===== src/rtl/exmem_pkg.sv =====
// Shared types for the EX/MEM skid stage: payload layout, stage state and
// reset defaults.
package exmem_pkg;

    localparam int unsigned EXMEM_DATA_W      = 32;
    localparam int unsigned EXMEM_NUM_THREADS = 4;
    localparam int unsigned EXMEM_TID_W       =
        (EXMEM_NUM_THREADS > 1) ? $clog2(EXMEM_NUM_THREADS) : 1;

    // EX-stage payload carried to MEM, tagged with its hardware thread.
    typedef struct packed {
        logic [EXMEM_DATA_W-1:0] alu;
        logic [6:0]              opcode;
        logic                    cond;
        logic [31:0]             instr;
        logic [4:0]              reg_dst;
        logic [EXMEM_DATA_W-1:0] reg2;
        logic                    mem_write;
        logic                    alu_write;
        logic [1:0]              cmd_type;
        logic [EXMEM_TID_W-1:0]  tid;
    } exmem_pkt_t;

    // Number of stored beats: EMPTY, main only, main plus skid.
    typedef enum logic [1:0] {
        ST_EMPTY = 2'd0,
        ST_ONE   = 2'd1,
        ST_FULL  = 2'd2
    } exmem_state_e;

    localparam exmem_pkt_t EXMEM_PKT_RESET = '0;

    // The state encoding doubles as the stored-beat count.
    function automatic logic [1:0] occupancy_of(input exmem_state_e s);
        return logic'(s == ST_FULL) ? 2'd2 : (s == ST_ONE) ? 2'd1 : 2'd0;
    endfunction

endpackage


===== src/rtl/exmem_flush_match.sv =====
// Decides which of the three candidate beats (main, skid, incoming) a flush
// kills this cycle and how many that is.
module exmem_flush_match
    import exmem_pkg::*;
(
    input  logic                   i_flush_valid,
    input  logic [EXMEM_TID_W-1:0] i_flush_tid,
    input  logic                   i_main_valid,
    input  logic [EXMEM_TID_W-1:0] i_main_tid,
    input  logic                   i_skid_valid,
    input  logic [EXMEM_TID_W-1:0] i_skid_tid,
    input  logic                   i_in_valid,
    input  logic [EXMEM_TID_W-1:0] i_in_tid,
    output logic                   o_kill_main,
    output logic                   o_kill_skid,
    output logic                   o_kill_in,
    output logic [1:0]             o_kill_count
);

    // Tag-compare each present beat against the flushed thread.
    always_comb begin
        o_kill_main  = i_flush_valid & i_main_valid & (i_main_tid == i_flush_tid);
        o_kill_skid  = i_flush_valid & i_skid_valid & (i_skid_tid == i_flush_tid);
        o_kill_in    = i_flush_valid & i_in_valid   & (i_in_tid   == i_flush_tid);
        o_kill_count = {1'b0, o_kill_main} + {1'b0, o_kill_skid} + {1'b0, o_kill_in};
    end

endmodule


===== src/rtl/exmem_skid_stage.sv =====
// EX/MEM pipeline register with a one-entry skid buffer so in_ready can be
// registered, plus per-thread flush with a saturating drop counter.
module exmem_skid_stage
    import exmem_pkg::*;
#(
    parameter int unsigned DATA_W      = EXMEM_DATA_W,
    parameter int unsigned NUM_THREADS = EXMEM_NUM_THREADS,
    parameter int unsigned CNT_W       = 16,
    localparam int unsigned TID_W      = (NUM_THREADS > 1) ? $clog2(NUM_THREADS) : 1
) (
    input  logic             clk,
    input  logic             rst,
    input  logic             in_valid,
    output logic             in_ready,
    input  exmem_pkt_t       in_pkt,
    input  logic             flush_valid,
    input  logic [TID_W-1:0] flush_tid,
    output logic             out_valid,
    input  logic             out_ready,
    output exmem_pkt_t       out_pkt,
    output logic [1:0]       occupancy,
    output logic [CNT_W-1:0] drop_count
);

    // The payload layout lives in the package, so the parameters must agree with it.
    if (DATA_W != EXMEM_DATA_W || TID_W != EXMEM_TID_W) begin : g_param_check
        $error("exmem_skid_stage: DATA_W/NUM_THREADS disagree with exmem_pkg");
    end

    exmem_state_e     r_state;
    exmem_state_e     w_state_next;
    exmem_pkt_t       r_main;
    exmem_pkt_t       r_skid;
    exmem_pkt_t       w_main_next;
    exmem_pkt_t       w_skid_next;
    logic             r_in_ready;
    logic [CNT_W-1:0] r_drop_count;
    logic [CNT_W-1:0] w_drop_next;
    logic [CNT_W:0]   w_drop_sum;

    logic             w_main_valid;
    logic             w_skid_valid;
    logic             w_kill_main;
    logic             w_kill_skid;
    logic             w_kill_in;
    logic [1:0]       w_kill_count;
    logic             w_push;
    logic             w_main_keep;
    logic             w_skid_keep;

    assign w_main_valid = (r_state != ST_EMPTY);
    assign w_skid_valid = (r_state == ST_FULL);

    // A matching incoming beat is killed whether or not we are ready: the
    // producer sees the same flush and drops it on its side as well.
    exmem_flush_match u_flush_match (
        .i_flush_valid (flush_valid),
        .i_flush_tid   (flush_tid),
        .i_main_valid  (w_main_valid),
        .i_main_tid    (r_main.tid),
        .i_skid_valid  (w_skid_valid),
        .i_skid_tid    (r_skid.tid),
        .i_in_valid    (in_valid),
        .i_in_tid      (in_pkt.tid),
        .o_kill_main   (w_kill_main),
        .o_kill_skid   (w_kill_skid),
        .o_kill_in     (w_kill_in),
        .o_kill_count  (w_kill_count)
    );

    // Flush first, then pop (a killed main is consumed by the pop it was shown
    // with), then push into the lowest free slot.
    assign w_push      = in_valid & r_in_ready & ~w_kill_in;
    assign w_main_keep = w_main_valid & ~w_kill_main & ~out_ready;
    assign w_skid_keep = w_skid_valid & ~w_kill_skid;

    // Next-state, storage compaction and saturating drop count.
    always_comb begin
        // NOTE: every output gets a default first so no path leaves one unassigned (no latch).
        w_state_next = ST_EMPTY;
        w_main_next  = r_main;
        w_skid_next  = r_skid;
        unique case ({w_main_keep, w_skid_keep})
            2'b11: begin
                // Only reachable from FULL, where in_ready is low.
                w_state_next = ST_FULL;
            end
            2'b10, 2'b01: begin
                if (w_skid_keep) begin
                    w_main_next = r_skid;
                end
                if (w_push) begin
                    w_skid_next  = in_pkt;
                    w_state_next = ST_FULL;
                end else begin
                    w_state_next = ST_ONE;
                end
            end
            default: begin
                if (w_push) begin
                    w_main_next  = in_pkt;
                    w_state_next = ST_ONE;
                end
            end
        endcase

        w_drop_sum  = {1'b0, r_drop_count} + (CNT_W+1)'(w_kill_count);
        w_drop_next = w_drop_sum[CNT_W] ? {CNT_W{1'b1}} : w_drop_sum[CNT_W-1:0];
    end

    // State, payload registers, registered in_ready and drop counter.
    always_ff @(posedge clk) begin
        // NOTE: sequential state uses non-blocking assignments so every register samples pre-edge values.
        if (rst) begin
            r_state      <= ST_EMPTY;
            r_in_ready   <= 1'b1;
            // NOTE: payload registers are reset too, so out_pkt reads as zero after reset.
            r_main       <= EXMEM_PKT_RESET;
            r_skid       <= EXMEM_PKT_RESET;
            r_drop_count <= '0;
        end else begin
            r_state      <= w_state_next;
            r_in_ready   <= (w_state_next != ST_FULL);
            r_main       <= w_main_next;
            r_skid       <= w_skid_next;
            r_drop_count <= w_drop_next;
        end
    end

    assign in_ready   = r_in_ready;
    assign out_valid  = w_main_valid;
    assign out_pkt    = r_main;
    assign occupancy  = occupancy_of(r_state);
    assign drop_count = r_drop_count;

endmodule


===== config.mk =====
export PLATFORM = sky130hd
export DESIGN_NAME = exmem_skid_stage
export DESIGN_NICKNAME = d
export VERILOG_FILES = /design/src/rtl/exmem_pkg.sv /design/src/rtl/exmem_flush_match.sv /design/src/rtl/exmem_skid_stage.sv
export SDC_FILE = /design/constraint.sdc
export NUM_CORES = 1
export LEC_CHECK = 0
export ABC_AREA = 1
export CORE_ASPECT_RATIO = 1.75
export CORE_MARGIN = 2
export CORE_UTILIZATION = 46
export DETAILED_ROUTE_END_ITERATION = 7
export PLACE_DENSITY = 0.77
export SETUP_SLACK_MARGIN = 0.15
export SYNTH_ARGS = -nofsm -noshare
export SYNTH_HDL_FRONTEND = slang
export SYNTH_SLANG_ARGS = --single-unit

===== constraint.sdc =====
create_clock -name clk -period 3 [get_ports clk]
set_input_delay 0.6 -clock clk [delete_from_list [all_inputs] [get_ports clk]]
set_output_delay 0.6 -clock clk [all_outputs]
set_load 0.01 [all_outputs]

[Word-level counts from Yosys, hierarchy flattened]
Cells that the tools add are included.
W data, S select, Z words.
Cells by class
  add/sub/neg operators: 3
  equal/unequal tests: 10
  multiplexer cells: 9
  bitwise gates (word level): 16
  reduce and logical (&&, ||, !) cells: 5
Operators by type and width (count)
  $mux W115: 2
  $pmux W115 S2: 1
  $add A16 B2 Y17: 1
  $mux W16: 1
  $and A1 B1 Y1: 11
  $eq A2 B2 Y1: 3
  $eq A2 B2 Y1 const B: 3
  $not A1 Y1: 5
  $eq A2 B1 Y1 const B: 2
  $mux W2: 2
  $ne A2 B2 Y1 const B: 2
  $pmux W2 S2: 1
  $reduce_bool A2 Y1: 2
  $reduce_and A3 Y1: 1
  $add A1 B1 Y2: 1
  $add A2 B1 Y2: 1
  $mux W1: 2
  $reduce_and A2 Y1: 1
  $reduce_or A2 Y1: 1
Word-level totals
  register bits: 249
  bits of input ports: 122
  output and inout port bits: 135
  word-level logic and storage cells: 66

[Longest topological paths before layout]
  depth in word-level cells: 10
  gate-level depth with buffers: 16

[Cells and area by module]
Synthesis repeated with hierarchy kept, for this count alone.
Second synthesis, totals
  cells, all modules: 1488
  area, all modules: 10603.9 um^2
By module, submodules not included
  exmem_skid_stage: times used 1, cells an instance 1458, area an instance 10467.5 um^2, seq. area each 4984.8 um^2
  exmem_flush_match: times used 1, cells an instance 30, area an instance 136.4 um^2, seq. area each 0.0 um^2

[Worst setup path before layout]
Ideal clock, no wire load.
  kind: input port to flip-flop
  start: in in_pkt[1] (netlist bit)
  end: reg r_drop_count[9] (netlist: drop_count[9])
  library setup time: 0.115 ns
  arrival: 2.806 ns
  required time: 2.885 ns
  path slack: 0.078 ns
  cell stages on the path: 15
  path buffers: 1
  cell sequence: inv_1 > nand2_1 > nand3_1 > or2_1 > inv_1 > fa_1 > ha_1 > fa_1 > nand3_1 > nor3_2 > nand3_1 > buf_2 > nand2_1 > o21ai_0 > inv_1
On the way
  cells in the longest elaborated chain, start to end: 5
Ends and longest elaborated chain
  from (decl): RTL line exmem_skid_stage.sv:15  | input exmem_pkt_t in_pkt,
  $eq A2 B2 Y1: RTL line exmem_flush_match.sv:24  | o_kill_in = i_flush_valid & i_in_valid & (i_in_tid == i_flush_tid);
  $and A1 B1 Y1: RTL line exmem_flush_match.sv:24
  $add A2 B1 Y2: RTL line exmem_flush_match.sv:25  | o_kill_count = {1'b0, o_kill_main} + {1'b0, o_kill_skid} + {1'b0, o_kill_in};
  $add A16 B2 Y17: RTL line exmem_skid_stage.sv:107  | w_drop_sum = {1'b0, r_drop_count} + (CNT_W+1)'(w_kill_count);
  $mux W16: RTL line exmem_skid_stage.sv:108  | w_drop_next = w_drop_sum[CNT_W] ? {CNT_W{1'b1}} : w_drop_sum[CNT_W-1:0];
  to (signal assigned): RTL line exmem_skid_stage.sv:126  | r_drop_count <= w_drop_next;
  to (decl): RTL line exmem_skid_stage.sv:37  | logic [CNT_W-1:0] r_drop_count;
Every way passes these cells.
A chain may end at the register's enable or synchronous reset.

[Worst setup path after layout]
  start: reg r_state[0]
  end: reg r_drop_count[4] (netlist: drop_count[4])
On the way
  cells in the longest elaborated chain, start to end: 7
  elaborated cells between the ends (all ways): 10
Ends and longest elaborated chain
  from (decl): RTL line exmem_skid_stage.sv:30  | exmem_state_e r_state;
  from (signal assigned): RTL line exmem_skid_stage.sv:122  | r_state <= w_state_next;
  $eq A2 B2 Y1 or $reduce_bool A2 Y1 (tied branches): RTL line exmem_skid_stage.sv:52, exmem_skid_stage.sv:51
  $and A1 B1 Y1 (on tied branches) (2 in a row): RTL line exmem_flush_match.sv:23, exmem_flush_match.sv:22
  $add A1 B1 Y2 (*): RTL line exmem_flush_match.sv:25
  $add A2 B1 Y2 (*): RTL line exmem_flush_match.sv:25
  $add A16 B2 Y17 (*): RTL line exmem_skid_stage.sv:107
  $mux W16 (*): RTL line exmem_skid_stage.sv:108
Mark *: on every way between the ends. The rest lies on a longest branch, timed or not.

==> results.md <==
* Status: complete, no violations
* Hold crit path type: input port to flop
* Die W at 124 um
* CP cell instances: nor2_1, inv_1, nand4_1, inv_1, fa_1, ha_2, fa_2, nand3_4, nor3_4, nand3_4, buf_4, a21oi_1
* Antenna Nets Post-Route at 0
* Placer Congestion at 0.862
* Drt wl/cell at 14.1 um
* EDFF count, synth at 0
* VDD IR max at 0.476 mV
* Flop and latch count out of synthesis at 249
* DRT iter0 DRCs at 586
* Largest net degree at the start of global routing at 76
* Netlist cell types at 30
* Register-to-Register Setup Slack at 0.38 ns
* Required @ worst endpoint at 3.46 ns
* Worst-Skew Late Latency at 0.53 ns
* Worst hold stages at 3
* Sw Share at 0.269
* Fin area at 16000 sq um
* Int Pwr at 6.30 mW
* Total grt overflow at 0
* Clock Pin Slew Worst Setup and Hold Paths at 0.07 ns
* First-pass GRT wire length at 51700 um
* Final hold vios at 0
* Final period util at 0.875
* IO Count at 257
* FILL cells at 2137
* Clock Tree Root: clkbuf_16
* Placed inst area at 15000 sq um
* Commonest non-fill, non-tap cell in the layout: nand2_1
* Startpoint Class: flop
* CTS tree: done
* Overall routing resource usage at 0.229
* Num Clock Sinks at 249
* Hold wc startpoint: in_pkt[1]
* Die H at 215 um
* Syn Std Cell Area at 11700 sq um
* Core ar. at 25100 sq um
* Area added between synthesis and finish at 36.5%
* Syn nets at 1803
* Clock Skews at 0.00932 ns
* Arrival @ worst endpoint at 3.08 ns
* Worst stage delay on the critical path at 0.51 ns
* Antenna violations before repair at 2
* Clock Path Buffers at 3
* PD cells at 541 nW/um^2
* Ys Warns at 0
* Dpl cells at 2197
* Final Slew Violations at 0
* Vias in the first global route at 10.6k
* Async SR Flop Fraction at 0
* Max Fclk at 0.381 GHz
* Tmin final at 2.62 ns
* Starting Density at 0.465
* Max-cap check violation count at 0
* CP Capture Type: flop
* Port Buffers at 256
* Cell Count, Final, Fillers Out at 2248
* Row Count at 77
* Commonest cells after routing, fill and taps aside: nand2_1 (383), nor2_1 (356), clkdlybuf4s50_1 (250)
* DRT Pass-1 Iters at 5
* Leakage at 7.40 nW
* Worst Hold Endpoint: r_skid[1]
* Final setup vio count at 0
* Sequential share of power at 0.429
* Avg Inst Size Synth at 6.98 sq um
* Proportion of layout cells with a drive suffix above 1 at 0.0684
* Hpwl dp at 21700 um
* Register area share after synthesis at 0.427
* Worst reg2reg startpoint: r_state[0]
* Clk pwr share at 0.372
* Worst rel slew slack at 0.646
* Total CTS buffers at 24
* CP max FO at 7
* Sw Pwr at 2.33 mW
* Slowest-stage cell, CP: fa_1
* Register-to-Register Path Depth at 12
* Reg2reg end: drop_count[4]
* RSZ-0062 raised after global routing: false
* Dominant synthesized flop cell: dfxtp_1
* H-tree depth at 1
* Routed WL at 31600 um
* Nets at 2041
* DRC at 0
* Synth Instances at 1674
* WS Path Type: flop to flop
* Via/cell ratio at 4.94
* Comb power frac at 0.199
* Fin Setup TNS at 0 ns
* Vias at 11.1k
* Die area at 26700 sq um
* Worst-Margin Slew at 0.527 ns
-- state kept, by name (all words and copies together), names as in the netlist --
name        flops
drop_count     16
r_skid        115
out_pkt       115
r_state         2
in_ready        1
-- cell families after synthesis --
family / count (synthesis) / synth area share
DFF: 249 / 0.427
buffers and inverters: 271 / 0.0988
xor gates and xnor gates: 9 / 0.00674
AOI/OAI and AO/OA: 135 / 0.0589
muxes: 113 / 0.0968
adders and majority gates: 7 / 0.00878
and+or+nand+nor: 890 / 0.303
-- power by group through the flow --
stage / combinational, mW / clock [mW] / sequential (mW)
after floorplan: 0.806 / 0 / 3.83
after global placement: 1.69 / 0 / 3.76
after detailed placement: 1.72 / 0 / 3.77
after CTS: 1.73 / 3.29 / 3.70
after global routing: 1.89 / 3.42 / 3.73
final: 1.72 / 3.21 / 3.70
-- cell usage after synthesis (all sizes together) (2+ instances only) --
library cell,count,area [sq um]
a21oi,128,641
buf,76,423
clkbuf,42,158
dfxtp,249,4980
fa,2,40.0
ha,5,62.6
inv,152,571
mux2i,113,1130
nand2,385,1450
nand3,133,671
nand4,4,25.0
nor2,357,1340
nor3,8,45.0
o21ai,3,15.0
or2,2,12.5
xnor2,5,43.8
xor2,4,35.0
-- critical path: cells and delay by family (launching register included) --
kind	cells	cell delay [ns]
compound gates	1	0.13
simple gates	5	0.78
flops	1	0.32
buf+inv	3	0.35
fa+ha+maj	3	0.97
-- worst max-delay path by stage --
stage,slack [ns],endpoint,depth (start not counted),start
finish,0.38,drop_count[4],12,r_state[0]
global route,0.18,drop_count[10],15,r_state[0]
CTS,0.17,drop_count[12],15,in_pkt[0]
detailed placement,-0.54,drop_count[4],14,in_pkt[0]
global placement,-0.44,drop_count[9],15,in_pkt[1]
floorplan,0.21,drop_count[9],15,in_pkt[1]
-- per-stage QoR --
step	hold WS [ns]	setup slack (ns)	util	total power, mW
floorplan	0.488	0.208	-	4.63
global placement	0.458	-0.438	0.597	5.45
detailed placement	0.466	-0.542	0.597	5.49
CTS	0.485	0.171	0.632	8.72
global route	0.394	0.182	0.634	9.04
finish	0.377	0.376	0.634	8.63
-- routing by layer --
layer / track usage / share of wire / up-vias
met3: 0.0368 / 0.050 / 63
met5: 0 / 0 / -
met1: 0.254 / 0.39 / 5067
met4: 0.0978 / 0.038 / 0
li1: - / - / 5694
met2: 0.428 / 0.52 / 281
-- timing repair --
| action | 4_1_cts | 5_1_grt |
|---|---|---|
| pin swaps | 0 | 7 |
| endpoints found under the setup margin | 12 | 16 |
| hold buffers | 0 | 0 |
| buffers inserted | 2 | 3 |
| resized for setup | 4 | 11 |
-- final cells by class --
class / instances / area (sq um) / share of cell area
well taps: 316 / 395 / 0.0248
repair buffers: 330 / 3520 / 0.221
flip-flops and latches: 249 / 4980 / 0.312
clock buffers: 32 / 681 / 0.0427
clock inverters: 12 / 156 / 0.00980
diodes: 2 / 5.00 / 0.000314
multi-input cells: 1154 / 5630 / 0.353
inverters: 153 / 579 / 0.0363
Note: power is estimated with default switching activity, not from simulation.
==> RTL edit 1: new RTL, same settings <==
Register the output `drop_count` once more, cleared by the reset; this adds one clock of latency there. The other outputs are not delayed to match.
--- a/src/rtl/exmem_skid_stage.sv
+++ b/src/rtl/exmem_skid_stage.sv
@@ -131,7 +131,13 @@
     assign out_valid  = w_main_valid;
     assign out_pkt    = r_main;
     assign occupancy  = occupancy_of(r_state);
-    assign drop_count = r_drop_count;
+    always_ff @(posedge clk) begin
+        if (rst) begin
+            drop_count <= '0;
+        end else begin
+            drop_count <= r_drop_count;
+        end
+    end
 
 endmodule
 
Function: changed (a bounded check fails within 4 cycles, from zero or initial values and one cycle with rst high).
==> RTL edit 1 against the original RTL <==
Cell count rose by 2.1%; largest power group unchanged; critical endpoint is now r_drop_count[13]; largest cell class unchanged; cell area is 2.1% higher; critical path depth grew 2; power up 1.7%; sequential cell count grew 16; clock power is 2% lower; worst setup slack got worse by 0.022 ns; synthesized area grew 3.3%; wire length rose by 2.7%.
==> RTL edit 1: results (changes against the original RTL) <==
timing:
  slew-limit-headroom: 0.627  # -0.0185
  fin_hold_ws_ns: 0.369  # -0.00821 ns
grt:
  gr-usage-met3: 0.0338  # -0.00306
  grt_max_degree: 66  # -13%
  grt_pass1_vias: 10800  # +2.2%
  grt_pass1_wl_mm: 51.9  # +0.37%
  antenna_found_initial: 5  # +3
  gr-usage-met1: 0.243  # -0.0104
  track_usage: 0.227  # -0.00208
  use_met2: 0.427  # -0.000960
route:
  route.met2.wl_mm: 16.9  # +2.1%
  vias_per_cell: 4.89  # -1.1%
setup_path:
  rrSetupSlack_ns: 0.35  # -0.02 ns
  cp_max_fo: 5  # -2
  cpPeakStageDelay_ns: 0.57  # +0.06 ns
  crit_family: "adder cells"
  reg2regPathDepth: 14  # +2
  reg2reg_to: "r_drop_count[13]"
  arrival_ns: 3.13  # +0.05 ns
synth:
  synth-xor-area-share: 0.00653  # -0.000216
  syn_nets: 1843  # +2.2%
  synthMuxAreaShare: 0.0937  # -0.00310
  synth_commonest_cells: "385 x nand2_1, 380 x nor2_1, 265 x dfxtp_1, 157 x inv_1, 128 x a21oi_1"
  yosysUniqueCellTypes: 26  # -13%
  synthAdderAreaFrac: 0.00850  # -0.000281
  yosysSeqAreaShare: 0.439  # +0.0129
  synth-compound-area-share: 0.0573  # -0.00157
  ys_top_cells_by_area: "dfxtp_1 44%, nand2_1 12%, nor2_1 12%"
cts:
  cts_resized: 3  # -1
  clkTransAtPathRegs_ns: 0.07  # about the same
  cts_buffers: 25  # +4.2%
  post_cts_buffers: 0  # -2
pwr:
  finalPower_mw: 8.77  # +1.7%
  p_switching_mw: 2.36  # +1.3%
  peakVddDrop_uv: 436  # -8.5%
  powerSeq_mw: 3.92  # +5.9%
  p_leak_nw: 7.52  # +1.6%
status:
  status: "completed"
placement:
  post-place-ws_ns: -0.514  # +0.0286 ns
  hpwlAfterDp_mm: 23.0  # +5.8%
  routabilityCongestion: 0.816  # -5.2%
  placed_cells: 2241  # +2.0%
finish:
  drive_gt1_frac: 0.0644  # -0.00396
  n_fill_cell: 2208  # +3.3%
  final_cells: 2296  # +2.1%
## RTL edit 1: area by class of cell
| type | count | area [um^2] | share of cell area |
|---|---|---|---|
| Multi-Input combinational cell | 1169 | 5660 | 0.348 |
| Timing Repair Buffer | 331 | 3510 | 0.215 |
| Tap cell | 320 | 400 | 0.0246 |
| Antenna cell | 5 | 12.5 | 0.000768 |
| Inverter | 160 | 606 | 0.0372 |
| Clock buffer | 35 | 683 | 0.0419 |
| Sequential cell | 265 | 5310 | 0.326 |
| Clock inverter | 11 | 118 | 0.00722 |
## RTL edit 1: worst max path at each step
stage            startpoint          endpoint  slack (ns)  cells past startpoint
3_3_place_gp      in_pkt[1]   r_drop_count[7]       -0.39                     14
3_5_place_dp   flush_tid[0]   r_drop_count[6]       -0.51                     13
2_1_floorplan     in_pkt[0]  r_drop_count[13]        0.17                     15
4_1_cts           in_pkt[0]  r_drop_count[12]        0.16                     15
6_report         r_state[0]  r_drop_count[13]        0.35                     14
5_1_grt          r_state[0]  r_drop_count[10]        0.22                     14
==> RTL edit 2: new RTL, same settings <==
Without the edit above. Set the package constant `EXMEM_NUM_THREADS` to 8 (it was 4).
--- a/src/rtl/exmem_pkg.sv
+++ b/src/rtl/exmem_pkg.sv
@@ -3,7 +3,7 @@
 package exmem_pkg;
 
     localparam int unsigned EXMEM_DATA_W      = 32;
-    localparam int unsigned EXMEM_NUM_THREADS = 4;
+    localparam int unsigned EXMEM_NUM_THREADS = 8;
     localparam int unsigned EXMEM_TID_W       =
         (EXMEM_NUM_THREADS > 1) ? $clog2(EXMEM_NUM_THREADS) : 1;
 
Ports: changed (resized flush_tid, in_pkt and out_pkt); port bits go from 257 to 260. No check against the original RTL was run, so the function may have changed too.
==> RTL edit 2 against the original RTL <==
Synthesized area decreased by 4.5%; power decreased by 2.8%; worst setup slack got worse by 0.087 ns; sequential cell count increased by 2; critical path type is now input port to register; cell area decreased by 4.7%; cell count decreased by 2.9%; wire length decreased by 2.4%; sequential share of layout area increased by 1.8 points.
==> RTL edit 2: results (changes against the original RTL) <==
placement:
  post-place-ws_ns: -0.568  # -0.0259 ns
  hpwlAfterDp_mm: 21.8  # +0.24%
pwr:
  p_switching_mw: 2.25  # -3.2%
  p_leak_nw: 6.33  # -15%
setup_path:
  rrSetupSlack_ns: 0.31  # -0.07 ns
  arrival_ns: 3.18  # +0.10 ns
  reg2reg_to: "drop_count[10]"
  cp_max_fo: 4  # -3
route:
  drt_iter0_drc: 627  # +7.0%
  route.met2.wl_mm: 16.6  # +0.33%
  finalWirelength_mm: 30.8  # -2.4%
timing:
  worst_pin_slew_ns: 0.500  # -0.0271 ns
  fin_hold_ws_ns: 0.442  # +0.0653 ns
finish:
  n_fill_cell: 2106  # -1.5%
  antenna_cells: 0  # -2
  drive_gt1_frac: 0.0651  # -0.00329
  final_cells: 2182  # -2.9%
synth:
  synth_commonest_cells: "328 x nand2_1, 251 x dfxtp_1, 236 x o21ai_0, 200 x inv_1, 191 x a21oi_1"
  synthCells: 1628  # -2.7%
  ys_top_cells_by_area: "dfxtp_1 45%, nand2_1 11%, o21ai_0 11%"
  syn_nets: 1759  # -2.4%
  yosysUniqueCellTypes: 27  # -10%
grt:
  grt_pass1_vias: 10000  # -5.6%
  grt_max_degree: 80  # +5.3%
  track_usage: 0.234  # +0.00442
  antenna_found_initial: 0  # -2
status:
  status: "completed"
hold_path:
  min_from: "in_pkt[0]"
  hold_end: "r_skid[0]"
RTL edit 2: changes by cell type after synthesis, sizes merged, moves of 2 or more:
cell and delta:
buf -14, o21ai +233, clkbuf +15, nor4 +2
nand2 -54, a21oi +63, inv +50, dfxtp +2
nand3 -53, mux2i -113, nor2 -173
RTL edit 2: worst max-delay path by stage:
stage,endpoint,cells past startpoint,from
floorplan,drop_count[11],13,flush_tid[1]
global placement,drop_count[10],15,flush_tid[1]
detailed placement,drop_count[6],12,flush_tid[1]
CTS,drop_count[14],16,flush_tid[2]
global route,drop_count[10],17,in_pkt[1]
finish,drop_count[10],15,flush_tid[1]
RTL edit 2: cell families after synthesis:
family,count (synthesis),synth area share
AND/OR/NAND/NOR,609,0.217
AO/OA/AOI/OAI,431,0.194
buffers and inverters,321,0.122
flip-flops,251,0.450
XOR/XNOR,9,0.00706
adder cells (fa/ha/maj),7,0.00919
RTL edit 2: worst max-delay path, cell delays in order:
cell	delay [ns]
clkdlybuf4s15_1	0.25
xnor2_2	0.20
nand3_2	0.10
nor4_4	0.30
fa_1	0.48
ha_2	0.21
fa_2	0.39
nand3_4	0.12
nor2_4	0.05
buf_4	0.14
nand3_1	0.06
nand2_1	0.06
o211ai_1	0.08
nand2_1	0.07
inv_1	0.06
RTL edit 2: repair_timing:
item | 4_1_cts | 5_1_grt
setup buffers | 0 | 2
resized for setup | 6 | 14
hold buffers | 0 | 0
setup endpoints to repair | 16 | 16
gates cloned | 0 | 0
pin swaps | 3 | 8
RTL edit 2: layout make-up:
type                       instances  area, um^2  share of cell area
clock buffer                      37         711              0.0468
timing repair buffer             323        3380               0.223
clock inverter                     5        50.0             0.00329
multi-input combinational       1056        4880               0.321
tap                              308         385              0.0254
sequential                       251        5030               0.331
inverter                         202         763              0.0502
